==> src/rtl/credit_start_sequencer.sv <==
// Credit/start sequencer: expands coin/start requests into frame-timed
// coin -> gap -> start -> cooldown pulses for the galaxian core.
module credit_start_sequencer #(
  parameter int COIN_FRAMES  = 4,
  parameter int GAP_FRAMES   = 8,
  parameter int START_FRAMES = 4,
  parameter int COOL_FRAMES  = 8
) (
  input  logic clk_sys,
  input  logic reset,
  input  logic vblank,
  input  logic req_start1,
  input  logic req_start2,
  input  logic req_coin,
  output logic coin_o,
  output logic start1_o,
  output logic start2_o,
  output logic busy_o
);

  localparam int M1   = (COIN_FRAMES > GAP_FRAMES) ? COIN_FRAMES : GAP_FRAMES;
  localparam int M2   = (START_FRAMES > COOL_FRAMES) ? START_FRAMES : COOL_FRAMES;
  localparam int MAXF = (M1 > M2) ? M1 : M2;
  localparam int CW   = $clog2(MAXF + 1);

  localparam logic [CW-1:0] C_COIN  = CW'(COIN_FRAMES);
  localparam logic [CW-1:0] C_GAP   = CW'(GAP_FRAMES);
  localparam logic [CW-1:0] C_START = CW'(START_FRAMES);
  localparam logic [CW-1:0] C_COOL  = CW'(COOL_FRAMES);
  localparam logic [CW-1:0] C_ONE   = CW'(1);

  typedef enum logic [2:0] {
    S_IDLE,
    S_COIN,
    S_GAP,
    S_START,
    S_COOL
  } state_t;

  typedef enum logic [1:0] {
    SEL_P1,
    SEL_P2,
    SEL_C
  } sel_t;

  state_t        r_state;
  sel_t          r_sel;
  logic [CW-1:0] r_cnt;

  logic r_vb_q;
  logic r_s1_q;
  logic r_s2_q;
  logic r_c_q;
  logic r_p1;
  logic r_p2;
  logic r_pc;

  logic w_tick;
  logic w_rise1;
  logic w_rise2;
  logic w_risec;
  logic w_idle;
  logic w_clr1;
  logic w_clr2;
  logic w_clrc;
  logic w_last;

  assign w_tick  = vblank & ~r_vb_q;
  assign w_rise1 = req_start1 & ~r_s1_q;
  assign w_rise2 = req_start2 & ~r_s2_q;
  assign w_risec = req_coin & ~r_c_q;

  // Priority p1 > p2 > coin-only; only the winner is cleared on IDLE exit
  assign w_idle = (r_state == S_IDLE);
  assign w_clr1 = w_idle & r_p1;
  assign w_clr2 = w_idle & ~r_p1 & r_p2;
  assign w_clrc = w_idle & ~r_p1 & ~r_p2 & r_pc;
  assign w_last = w_tick & (r_cnt == C_ONE);

  always_ff @(posedge clk_sys) begin
    r_vb_q <= vblank;
    r_s1_q <= req_start1;
    r_s2_q <= req_start2;
    r_c_q  <= req_coin;
    if (reset) begin
      r_state  <= S_IDLE;
      r_sel    <= SEL_P1;
      r_cnt    <= '0;
      r_p1     <= 1'b0;
      r_p2     <= 1'b0;
      r_pc     <= 1'b0;
      coin_o   <= 1'b0;
      start1_o <= 1'b0;
      start2_o <= 1'b0;
      busy_o   <= 1'b0;
    end else begin
      r_p1 <= (r_p1 & ~w_clr1) | (w_rise1 & ~r_p1);
      r_p2 <= (r_p2 & ~w_clr2) | (w_rise2 & ~r_p2);
      r_pc <= (r_pc & ~w_clrc) | (w_risec & ~r_pc);
      unique case (r_state)
        S_IDLE: begin
          if (r_p1 | r_p2 | r_pc) begin
            r_state <= S_COIN;
            r_cnt   <= C_COIN;
            coin_o  <= 1'b1;
            busy_o  <= 1'b1;
            if (r_p1)      r_sel <= SEL_P1;
            else if (r_p2) r_sel <= SEL_P2;
            else           r_sel <= SEL_C;
          end
        end
        S_COIN: begin
          if (w_last) begin
            coin_o <= 1'b0;
            if (r_sel == SEL_C) begin
              r_state <= S_COOL;
              r_cnt   <= C_COOL;
            end else begin
              r_state <= S_GAP;
              r_cnt   <= C_GAP;
            end
          end else if (w_tick) begin
            r_cnt <= r_cnt - C_ONE;
          end
        end
        S_GAP: begin
          if (w_last) begin
            r_state  <= S_START;
            r_cnt    <= C_START;
            start1_o <= (r_sel == SEL_P1);
            start2_o <= (r_sel == SEL_P2);
          end else if (w_tick) begin
            r_cnt <= r_cnt - C_ONE;
          end
        end
        S_START: begin
          if (w_last) begin
            r_state  <= S_COOL;
            r_cnt    <= C_COOL;
            start1_o <= 1'b0;
            start2_o <= 1'b0;
          end else if (w_tick) begin
            r_cnt <= r_cnt - C_ONE;
          end
        end
        S_COOL: begin
          if (w_last) begin
            r_state <= S_IDLE;
            busy_o  <= 1'b0;
          end else if (w_tick) begin
            r_cnt <= r_cnt - C_ONE;
          end
        end
        default: begin
          r_state  <= S_IDLE;
          coin_o   <= 1'b0;
          start1_o <= 1'b0;
          start2_o <= 1'b0;
          busy_o   <= 1'b0;
        end
      endcase
    end
  end

endmodule

==> config.mk <==
export PLATFORM = sky130hd
export DESIGN_NAME = credit_start_sequencer
export DESIGN_NICKNAME = d
export VERILOG_FILES = /design/src/rtl/credit_start_sequencer.sv
export SDC_FILE = /design/constraint.sdc
export NUM_CORES = 1
export LEC_CHECK = 0
export ABC_CLOCK_PERIOD_IN_PS = 4500
export CAP_MARGIN = 20
export CORE_MARGIN = 1
export CORE_UTILIZATION = 65
export CTS_BUF_LIST = sky130_fd_sc_hd__clkbuf_4
export CTS_CLUSTER_SIZE = 10
export DETAILED_ROUTE_END_ITERATION = 6
export DONT_BUFFER_PORTS = 1
export PLACE_DENSITY = 0.82
export SLEW_MARGIN = 30
export SYNTH_ARGS = -nofsm -noshare
export SYNTH_HDL_FRONTEND = slang
export SYNTH_SLANG_ARGS = --single-unit
export TNS_END_PERCENT = 1
==> constraint.sdc <==
create_clock -name clk_sys -period 4.5 [get_ports clk_sys]
set_input_delay 0.9 -clock clk_sys [delete_from_list [all_inputs] [get_ports clk_sys]]
set_output_delay 0.9 -clock clk_sys [all_outputs]
set_load 0.005 [all_outputs]
==> results.md <==
- CP required: approximately 4700 ps
- Die X-Extent: around 42 µm
- Setup Viol. Count Final: 0
- Ys async rst share: 0%
- Inserted Clock Buffers: 3
- Total number of vias: around 860
- Initial Util: between 70% and 80%
- Yosys cell types: 43
- Status: finished, final reports clean
- Kind of critical path: register to register
- # hold bufs at CTS: 0
- Least-Margin Pin Slew: 629 ps
- Crit end category: register
- Clk_skew: 6.42 ps
- Largest net degree at the start of global routing: 20
- Synthesized net count: 125
- Pwr/cell area: 370 nW/µm²
- Worst-path fanout max: 16
- Reg2Reg Setup Slack: 2740 ps
- Post-route DRC: 0
- F_max: between 500 and 600 MHz
- ANT cells: 0
- Static Leakage: around 0.42 nW
- Yosys Warn Count: 0
- First-pass GRT wire length: approximately 3.4 mm
- CP max stage delay: approximately 650 ps
- Syn-to-layout area delta: 4.64%
- Power Total: 0.397 mW
- Share of layout cells above drive strength 1: a little under a tenth
- Setup_tns: 0 ps
- Gpl congestion: between 0.8 and 0.9
- CP startpoint kind: register
- GRT overflow: 0
- Fin nets: 124
- Layout fillers: 100
- Post-synthesis cell count: between 100 and 150
- Worst path bufs/invs: 0
- Wirelength, routed: roughly 2 mm
- Detail Route Antenna Nets: 0
- Fin crit period: 1760 ps
- Clk root buf: clkbuf_4
- Most common cell after layout, fill and taps aside: dfxtp_1
- Worst EP arrival: around 2000 ps
- Vias in the first global route: approximately 790
- Crit-path slowest cell: dfxtp_1
- Fin crit share: about 40%
- Core area: between 1000 and 1500 µm²
- Post-DP HPWL: approximately 1.4 mm
- Top Ports: 10
- Mapped cell area: around 1000 µm²
- IO buf count: 0
- H-tree levels: 1
- Worst skew pair latency: 290 ps
- Slew Limit Fails: 0
- Initial antenna violation count: 0
- Postcts setup bufs: 0
- Max-cap violations: 0
- Detailed Route Iter0 Violations: 29
- Die extent in y: 41.7 µm
- CTS tree: yes
- Post-CTS Resized: 0
- Seq/Total Area, Yosys: approximately two fifths
- Crit path max-delay family: simple AND/OR/NAND/NOR gates
- #FFs+latches synth: 20
- Vias per cell: ~6.6
- Rel. slew slack: between 50% and 60%
- Critical Path, Cell by Cell: nor3b_1, o41ai_2, mux2i_1, nor4_1
- HP Class: register to register
- Avg Cell Area, Syn: 8.76 µm²
- Maximum vdd drop: ~210 µV
- RSZ-0062 raised after global routing: false
- Max Root-Sink Buffers: 2
- Row cnt: 13
- Most frequent cells in the layout: dfxtp_1 (20), nor2_1 (15), a21oi_1 (8)
- GRT Total Usage: 25.1%
- Area of the die: ~1700 µm²
- Final hold vios: 0
- Post-synth EDFFs: 0
- Reg clk slew, reported paths: approximately 120 ps
- Clock sinks: 20
- Pre-antenna DRT Iters: 4
- Synth Flop Type: dfxtp_1
- DR WL/cell: about 15 µm
==> cells by family after synthesis <==
kind of cell	share of synthesized area [%]
mux	3.91
fa+ha+maj	2.44
buf+inv	4.52
simple gates	29.1
flops	39.1
compound gates	20.1
xor+xnor	0.855
==> per-layer routing <==
layer  up-vias  track usage, %  routed length (µm)
met2        23            40.0                 899
li1        424               -                   -
met5         -               0                   0
met4         0            10.3                  14
met1       409            32.8                 917
met3         2            5.65                 113
==> power by group <==
part           leakage [nW]  switching (mW)  internal (mW)  total [mW]
Sequential            0.165          0.0154          0.188       0.204
Clock                0.0279          0.0544         0.0899       0.144
Combinational         0.224          0.0263         0.0228      0.0491
==> registers in the layout (all words and copies together), names as in the netlist <==
name and cells:
r_state 3, r_pc 1, r_vb_q 1, busy_o 1
start1_o 1, r_p1 1, r_sel 2, r_c_q 1
r_s2_q 1, start2_o 1, r_cnt 4, r_p2 1
coin_o 1, r_s1_q 1
==> path summary, 6_finish.rpt <==
check             cells after the start  endpoint       start
setup / recovery                      4  r_cnt[2]  r_state[2]
hold / removal                        2  r_sel[0]    r_sel[0]
setup reg to reg                      4  r_cnt[2]  r_state[2]
hold reg to reg                       2  r_sel[0]    r_sel[0]
==> tightest hold or removal path, stage by stage (launching register included) <==
cell	delay, ps
dfxtp_1	340
o21ai_0	70
a21oi_1	60
==> cells in the mapped netlist, types with 2 or more instances <==
cell	number	area, µm²
or3_1	2	12.5
nand4_1	4	25.0
o211ai_1	2	15.0
clkbuf_1	4	15.0
nand2b_1	3	18.8
nand3_1	2	10.0
nor3b_1	2	15.0
a21oi_1	8	40.0
ha_1	2	25.0
dfxtp_1	20	400
nand2_1	2	7.51
mux2i_1	4	40.0
o21ai_0	6	30.0
inv_1	6	22.5
nor3_1	6	30.0
nor2_1	15	56.3
nor2b_1	2	12.5
nor4_1	2	12.5
==> through the flow <==
step | area [µm²] | hold WS [ps] | worst slack [ps] | instances | utilization (%)
after floorplan | 1020 | 459 | 2630 | 117 | -
after global placement | 1020 | 475 | 2580 | 126 | 73.8
after detailed placement | 1020 | 479 | 2550 | 126 | 73.8
after CTS | 1070 | 500 | 2750 | 130 | 77.6
after global routing | 1070 | 542 | 2520 | 130 | 77.6
final | 1070 | 503 | 2740 | 130 | 77.6
==> final cells by class <==
class	count	area, µm²	area share, %
clock buffer	3	22.5	2.10
multi-input combinational	85	578	53.9
sequential	20	400	37.3
clock inverter	1	30.0	2.80
tap	15	18.8	1.75
inverter	6	22.5	2.10
Power figures use the tool's default switching activity.
